===== src/rtl/button_step_ctrl.sv =====
// button_step_ctrl
//   Turns one bouncing board button into a processor clock-enable.
//   A short press issues a single processor step on release; holding the
//   button for LONG_PRESS_CYCLES arms free-run mode, which starts on release
//   and stops at the next press.
//
// Ports
//   clk        system clock, all state on the rising edge
//   rst_n      asynchronous active-low reset
//   button     raw button, asynchronous to clk and bouncing
//   cpu_en     processor clock-enable, one assertion = one processor cycle
//   run_mode   1 while free-running (RUN_ARM or RUN), 0 in single-step
//   pressed    debounced button level, 1 = pressed regardless of polarity
//   step_count number of cpu_en assertions since reset (wraps at 16 bits)
module button_step_ctrl #(
  parameter int DEBOUNCE_CYCLES   = 50000,
  parameter int LONG_PRESS_CYCLES = 50000000,
  parameter int RUN_DIV           = 1,
  parameter bit BUTTON_ACTIVE_LOW = 1'b1
) (
  input  logic        clk,
  input  logic        rst_n,
  input  logic        button,
  output logic        cpu_en,
  output logic        run_mode,
  output logic        pressed,
  output logic [15:0] step_count
);

  localparam int DB_W   = $clog2(DEBOUNCE_CYCLES + 1);
  localparam int HOLD_W = $clog2(LONG_PRESS_CYCLES + 1);
  localparam int PS_W   = $clog2(RUN_DIV + 1);

  localparam logic [DB_W-1:0]   DB_LAST   = DB_W'(DEBOUNCE_CYCLES - 1);
  localparam logic [DB_W-1:0]   DB_ONE    = DB_W'(1);
  localparam logic [HOLD_W-1:0] HOLD_LAST = HOLD_W'(LONG_PRESS_CYCLES - 1);
  localparam logic [HOLD_W-1:0] HOLD_ONE  = HOLD_W'(1);
  localparam logic [PS_W-1:0]   PS_LAST   = PS_W'(RUN_DIV - 1);
  localparam logic [PS_W-1:0]   PS_ONE    = PS_W'(1);

  // Raw button level when nobody is touching it.
  localparam logic IDLE_LVL = logic'(BUTTON_ACTIVE_LOW);

  typedef enum logic [2:0] {STEP, HELD, RUN_ARM, RUN, STOP_WAIT} state_t;

  logic              btn_p0, btn_p1;
  logic              s;
  logic [DB_W-1:0]   db_cnt;
  logic              pressed_d;
  logic              db_flip, rise_next, press_ev, rel_ev;
  state_t            state, state_next;
  logic [HOLD_W-1:0] hold, hold_next;
  logic [PS_W-1:0]   presc, presc_next;
  logic              step_pulse, cpu_en_next, run_mode_next;

  // ---- stage p0/p1: two-flop synchronizer, reset to the released level ----
  always_ff @(posedge clk or negedge rst_n) begin
    if (!rst_n) begin
      btn_p0 <= IDLE_LVL;
      btn_p1 <= IDLE_LVL;
    end else begin
      btn_p0 <= button;
      btn_p1 <= btn_p0;
    end
  end

  // Normalised sample: 1 = pressed.
  assign s = btn_p1 ^ IDLE_LVL;

  // ---- debounce: accept a change after DEBOUNCE_CYCLES differing samples ----
  assign db_flip   = (s != pressed) && (db_cnt == DB_LAST);
  // The press event will be seen next cycle; lets the registered cpu_en
  // be suppressed in the very cycle the press event lands.
  assign rise_next = db_flip && !pressed;
  assign press_ev  = pressed && !pressed_d;
  assign rel_ev    = !pressed && pressed_d;

  always_ff @(posedge clk or negedge rst_n) begin
    if (!rst_n) begin
      db_cnt    <= '0;
      pressed   <= 1'b0;
      pressed_d <= 1'b0;
    end else begin
      pressed_d <= pressed;
      if (s == pressed) begin
        db_cnt <= '0;
      end else if (db_flip) begin
        pressed <= !pressed;
        db_cnt  <= '0;
      end else begin
        db_cnt <= db_cnt + DB_ONE;
      end
    end
  end

  // ---- mode FSM: next state, hold counter, prescaler ----
  always_comb begin
    state_next = state;
    hold_next  = hold;
    presc_next = presc;
    step_pulse = 1'b0;
    case (state)
      STEP: begin
        if (press_ev) begin
          state_next = HELD;
          hold_next  = '0;
        end
      end
      HELD: begin
        if (rel_ev) begin
          if (hold < HOLD_LAST) begin
            state_next = STEP;
            step_pulse = 1'b1;
          end else begin
            // Released exactly as the long-press threshold was reached:
            // the hold already counts as long, so go straight to running.
            state_next = RUN;
            presc_next = '0;
          end
        end else if (hold >= HOLD_LAST) begin
          state_next = RUN_ARM;
        end else begin
          hold_next = hold + HOLD_ONE;
        end
      end
      RUN_ARM: begin
        if (rel_ev) begin
          state_next = RUN;
          presc_next = '0;
        end
      end
      RUN: begin
        if (press_ev) begin
          state_next = STOP_WAIT;
        end else begin
          presc_next = (presc == PS_LAST) ? '0 : presc + PS_ONE;
        end
      end
      STOP_WAIT: begin
        if (rel_ev) state_next = STEP;
      end
      default: state_next = STEP;
    endcase

    // Outputs are registered, so they are derived from the next-cycle view.
    cpu_en_next   = step_pulse ||
                    ((state_next == RUN) && (presc_next == PS_LAST) && !rise_next);
    run_mode_next = (state_next == RUN_ARM) || (state_next == RUN);
  end

  // ---- registered state and outputs ----
  always_ff @(posedge clk or negedge rst_n) begin
    if (!rst_n) begin
      state      <= STEP;
      hold       <= '0;
      presc      <= '0;
      cpu_en     <= 1'b0;
      run_mode   <= 1'b0;
      step_count <= '0;
    end else begin
      state      <= state_next;
      hold       <= hold_next;
      presc      <= presc_next;
      cpu_en     <= cpu_en_next;
      run_mode   <= run_mode_next;
      step_count <= step_count + 16'(cpu_en);
    end
  end

endmodule

===== config.mk =====
export PLATFORM = sky130hd
export DESIGN_NAME = button_step_ctrl
export DESIGN_NICKNAME = d
export VERILOG_FILES = /design/src/rtl/button_step_ctrl.sv
export SDC_FILE = /design/constraint.sdc
export NUM_CORES = 1
export LEC_CHECK = 0
export BUFFER_PORTS_ARGS = -buffer_cell sky130_fd_sc_hd__buf_4
export CAP_MARGIN = 10
export CORE_UTILIZATION = 65
export DETAILED_ROUTE_END_ITERATION = 16
export GPL_TIMING_DRIVEN = 0
export PLACE_DENSITY = 0.86
export SLEW_MARGIN = 5
export SYNTH_ARGS = -nofsm -noshare
export SYNTH_HDL_FRONTEND = slang
export SYNTH_SLANG_ARGS = --single-unit

===== constraint.sdc =====
create_clock -name clk -period 4.15 [get_ports clk]
set_input_delay 0.6225 -clock clk [delete_from_list [all_inputs] [get_ports clk]]
set_output_delay 0.6225 -clock clk [all_outputs]
set_load 0.005 [all_outputs]

==> qor.yml, run 1 <==
start_kind: "flip-flop"
whs_ps: 360
seq_area_um2: 1700
cap_viol_max_count: 0
tightestPinTransition_ps: 810
syn_area_per_cell_um2: 9.66
overflow: 0
finalSetupTns_ps: 0
postCtsSetupRepairBufs: 0
critPathMostFrequentCell: "clkbuf_1"
dr.pass1.iters: 5
cp_max_fo: 10
nNetsFinal: 392
fin_crit_ps: 2580
yosysUniqueCellTypes: 45
routed_wl_um: 7190
multi_input_area_um2: 1610
insertion_delay_ps: 330
grt_use_total: 0.288
status: "completed"
antenna_found_initial: 0
grt_max_degree: 69
tritoncts: "yes"
gp_congestion: 0.910
cts_max_level: 3
placed_area_um2: 3650
drtIter0Drc: 278
die_w_um: 74.4
synth_ff_type: "dfrtp_1"
fp.dieH_um: 74.4
grt_setup_unrepaired: "false"
syn_to_final_growth_pct: 13.0
num_rows: 25
cts_made_buffers: 9
grt_pass1_vias: 2695
place_hpwl_um: 4800
setup_viol: 0
async_reset_ff_frac: 1.00
endpoint_kind: "flip-flop"
vdd_drop_max_uv: 234
post-route-drc-count: 0
synth_area_um2: 3410
fillCellCount: 344
final_cell_mix: "dfrtp_1, nor2_1, xnor2_1"
core-area_um2: 4880
clock-sinks: 68
power_density_nw_per_um2: 321
synth-edff-count: 0
hold_viol_final: 0
synth_area_leaders: "dfrtp_1, xnor2_1, nor2_1"
fmax_mhz: 388
ios: 22
postCtsHoldBufs: 0
slew_violations: 0
skew_ps: 8.13
wl_per_cell_um: 15.7
grt_pass1_wl_um: 12000
post-route-util: 0.789
ys_ff_latch: 68
antenna_left: 0
yosysTopAreaCell: "dfrtp_1"
die_area_um2: 5540
finalCritPeriodShare: 0.621
min_path_type: "flip-flop to flip-flop"
worstPathArrival_ps: 2780
start_util: 0.698
crit_slowest_cell: "clkbuf_1"
cts.path.max_buffers: 2
postLayoutCellArea_um2: 3850
synth_warnings: 0
max-slew-margin-rel: 0.460
path_clk_slew_ps: 80
synth_top_cell_area_share: 0.485
cpLargestDelayFamily: "buffers and inverters"
cp_cell_sequence: "buf_2, maj3_1, nand2_1, clkbuf_1, clkbuf_1, nor3_1, xnor2_1, nor2_1"
cts_resized: 0
crit_path_max_incr_delay_ps: 460
path_class: "flip-flop to flip-flop"
critPathRequiredTime_ps: 4360
synth_cells: 353
root_buffer: "clkbuf_8"
drive_gt1_frac: 0.133
dr_total_vias: 2724
power_leakage_nw: 1.68
crit_buf_inv: 3
syn-num-nets: 360
via_per_inst: 5.96
layout_commonest_cell: "dfrtp_1"
antenna_cells: 0
io_buffers: 21
ys_seq_area_frac: 0.500
## final timing paths
kind                            startpoint        to  slack [ps]  cells past startpoint
worst max-delay path              state[0]   hold[7]        1570                      8
worst min-delay path                btn_p0    btn_p1         360                      0
worst max register to register    state[0]   hold[7]        1570                      8
worst min register to register      btn_p0    btn_p1         360                      0
max in group asynchronous            rst_n  state[2]        3240                      1
min in group asynchronous            rst_n  hold[19]         370                      1
## cell usage after synthesis (2+ instances only)
cell type	number
inv_1	11
o41ai_1	2
o21ai_0	7
maj3_1	2
nand2b_1	2
o2bb2ai_1	3
and2_1	4
ha_1	4
nor4_1	14
nand2_1	28
dfrtp_1	66
nor3b_1	2
and3_1	11
xnor2_1	38
o22ai_1	2
clkbuf_1	6
or2_2	3
nand4_1	7
and4_1	2
xor2_1	9
or3_1	4
nor2_1	54
dfstp_2	2
a21o_1	2
buf_2	3
nor2b_1	4
nor3_1	8
nand3_1	26
a31oi_1	3
a21oi_1	9
## power breakdown
part           switching, W  leakage, nW  internal [W]
logic             0.0000164        0.636    0.00000438
clock network      0.000267       0.0994      0.000280
registers        0.00000201        0.941      0.000666
total              0.000285         1.68      0.000951
## cells by family (layout without fill, tap and decap cells)
kind of cell / count (synthesis) / in the layout / share of synthesized area
compound gates: 34 / 34 / 0.0675
xor+xnor: 47 / 47 / 0.121
fa+ha+maj: 6 / 6 / 0.0206
buf+inv: 22 / 59 / 0.0279
flops: 68 / 68 / 0.500
mux: 1 / 1 / 0.00330
simple gates: 175 / 175 / 0.260
## state kept, by name (all words and copies together), names as in the netlist
name / cells
hold: 26
db_cnt: 16
step_count: 16
state: 3
btn_p0: 1
btn_p1: 1
cpu_en: 1
presc: 1
pressed: 1
pressed_d: 1
run_mode: 1
## through the flow
step | worst slack (ps) | std cells | total power, W
after floorplan | 2070 | 353 | 0.000688
after global placement | 1750 | 441 | 0.000703
after detailed placement | 1720 | 441 | 0.000703
after CTS | 1630 | 457 | 0.00124
after global routing | 1410 | 457 | 0.00127
final | 1570 | 457 | 0.00124
## per-layer routing
layer	global-route usage	routed length (µm)
met2	0.445	3440
met1	0.390	3160
met4	0.138	102
met3	0.0569	484
met5	0	0
## layout make-up
type	instances	area share
plain buffers	11	0.0140
repair buffers	21	0.0409
inverters	11	0.0107
multi-input cells	263	0.418
well taps	67	0.0218
clock inverters	7	0.0201
clock buffers	9	0.0322
flip-flops and latches	68	0.442
No activity file was read; power rests on OpenSTA's default activity.
==> run 2: changes to the inputs <==
Settings changed: CORE_UTILIZATION 65 to 54, PLACE_DENSITY 0.86 to 0.76.
Clock period 4.15 ns to 2.2 ns, I/O delays scaled along.
==> run 2 against run 1 <==
  * Sequential cell count is the same
  * Non-clock buffer count rose by 7
  * Largest cell class unchanged
  * Die area rose by 20%
  * Highest routed layer unchanged
  * Global-route usage down 6.4 points
  * Utilization shrank 12 points
  * Total power up 86%
  * Worst hold slack worse by 280 ps
==> qor.yml, run 2 (synthesis results as in run 1) <==
path_class: "flip-flop to flip-flop"
critPathRequiredTime_ps: 2480
die_w_um: 81.4
drive_gt1_frac: 0.209
swShare: 0.223
final_cell_mix: "dfrtp_1, nor2_1, xnor2_1"
ios: 22
start_kind: "flip-flop"
setup_viol: 0
postLayoutCellArea_um2: 4030
dr_total_vias: 2704
crit_buf_inv: 1
antenna_cells: 0
antenna_found_initial: 0
fin_crit_ps: 2190
nNetsFinal: 399
fillCellCount: 461
whs_ps: 75.6
num_rows: 28
post-route-drc-count: 0
crit_path_max_incr_delay_ps: 490
layout_commonest_cell: "dfrtp_1"
comb_power_share: 0.018
cp_cell_sequence: "a21oi_1, o21ai_0, o22ai_2, a21boi_2, buf_6, nor4_4, or3b_1, a21oi_2"
skew_ps: 12.1
post-route-util: 0.672
fin_total_pwr_w: 0.00230
endpoint_kind: "flip-flop"
crit_slowest_cell: "dfrtp_1"
reg_top3: "hold: 26 flops, db_cnt: 16 flops, step_count: 16 flops"
cts_made_buffers: 9
tritoncts: "yes"
stdcell_count: 472
power_leakage_nw: 1.73
seq_power_share: 0.549
ff2ff_path_depth: 8
cts_max_level: 3
gp_congestion: 0.834
core-area_um2: 5990
power.internal_w: 0.00178
start_util: 0.569
cpLargestDelayFamily: "compound AO/OA/AOI/OAI gates"
fmax_mhz: 456
via_per_inst: 5.73
grt_max_degree: 69
clock-sinks: 68
finalCritPeriodShare: 0.996
grt_pass1_wl_um: 11000
worstSetupStartpoint: "hold[24]"
r2r_start: "hold[24]"
place_hpwl_um: 4600
status: "completed"
drtIter0Drc: 180
insertion_delay_ps: 350
syn_to_final_growth_pct: 18.1
rrSetupSlack_ps: 9
die_area_um2: 6630
regMostFlops: "hold"
grt_use_total: 0.223
hold_viol_final: 0
slew_violations: 0
dr.pass1.iters: 6
path_clk_slew_ps: 80
worstPathArrival_ps: 2470
fp.dieH_um: 81.4
root_buffer: "clkbuf_8"
cts.path.max_buffers: 2
cp_max_fo: 10
vdd_drop_max_uv: 478
grt_pass1_vias: 2428
wl_per_cell_um: 15.1
largest_register_ffs: 26
r2r-end: "hold[18]"
routed_wl_um: 7100
min_path_type: "input port to async pin"
cap_viol_max_count: 0
tightestPinTransition_ps: 814
antenna_left: 0
clkPwrFrac: 0.433
io_buffers: 21
placed_area_um2: 3660
max-slew-margin-rel: 0.457
dp_cells: 449
power_density_nw_per_um2: 570
overflow: 0
p_switching_w: 0.000512
run 2: cell count changes in the layout (fill, tap and decap cells not counted), sizes merged:
cell,change
clkinvlp,+2
clkinv,-2
buf,+7
run 2: through the flow:
| stage | setup TNS [ps] | worst slack (ps) |
|---|---|---|
| after global routing | -1250 | -107 |
| after CTS | -23.0 | -11.7 |
| after floorplan | 0 | 116 |
| final | 0 | 8.93 |
| after global placement | -2460 | -196 |
| after detailed placement | -2560 | -210 |
run 2: how the worst max path moves through the flow:
stage,endpoint,cells past startpoint,slack [ps]
finish,hold[18],8,9
global route,hold[23],9,-110
CTS,hold[23],10,-10
detailed placement,hold[25],8,-210
global placement,hold[3],8,-200
floorplan,hold[13],9,120
run 2: per-layer routing:
metal	vias up	share of wire	track usage	wire length [µm]
met5	-	0	0	0
met2	79	0.48	0.340	3450
met4	0	0.031	0.125	220
li1	1298	-	-	-
met3	22	0.046	0.0489	328
met1	1305	0.44	0.294	3110
run 2: power groups by stage:
| stage | Clock [W] | Sequential [W] | Combinational, W |
|---|---|---|---|
| 2_1_floorplan | 0 | 0.00128 | 0.0000124 |
| 3_3_place_gp | 0 | 0.00128 | 0.0000419 |
| 3_5_place_dp | 0 | 0.00129 | 0.0000420 |
| 4_1_cts | 0.00101 | 0.00126 | 0.0000433 |
| 5_1_grt | 0.00107 | 0.00126 | 0.0000510 |
| 6_report | 0.000993 | 0.00126 | 0.0000413 |
run 2: final cells by class:
| cell class | instances | area (µm²) | share of cell area |
|---|---|---|---|
| flip-flops and latches | 68 | 1710 | 0.424 |
| multi-input cells | 263 | 1710 | 0.424 |
| clock buffers | 9 | 124 | 0.0308 |
| inverters | 11 | 41.3 | 0.0103 |
| repair buffers | 29 | 218 | 0.0541 |
| clock inverters | 7 | 67.6 | 0.0168 |
| plain buffers | 10 | 66.3 | 0.0165 |
| well taps | 75 | 93.8 | 0.0233 |
run 2: repair_timing:
| action | 4_1_cts | 5_1_grt |
|---|---|---|
| setup buffers | 2 | 6 |
| gates resized for setup | 8 | 23 |
| pin swaps | 4 | 2 |
| hold buffers | 0 | 0 |
| endpoints found under the setup margin | 25 | 25 |
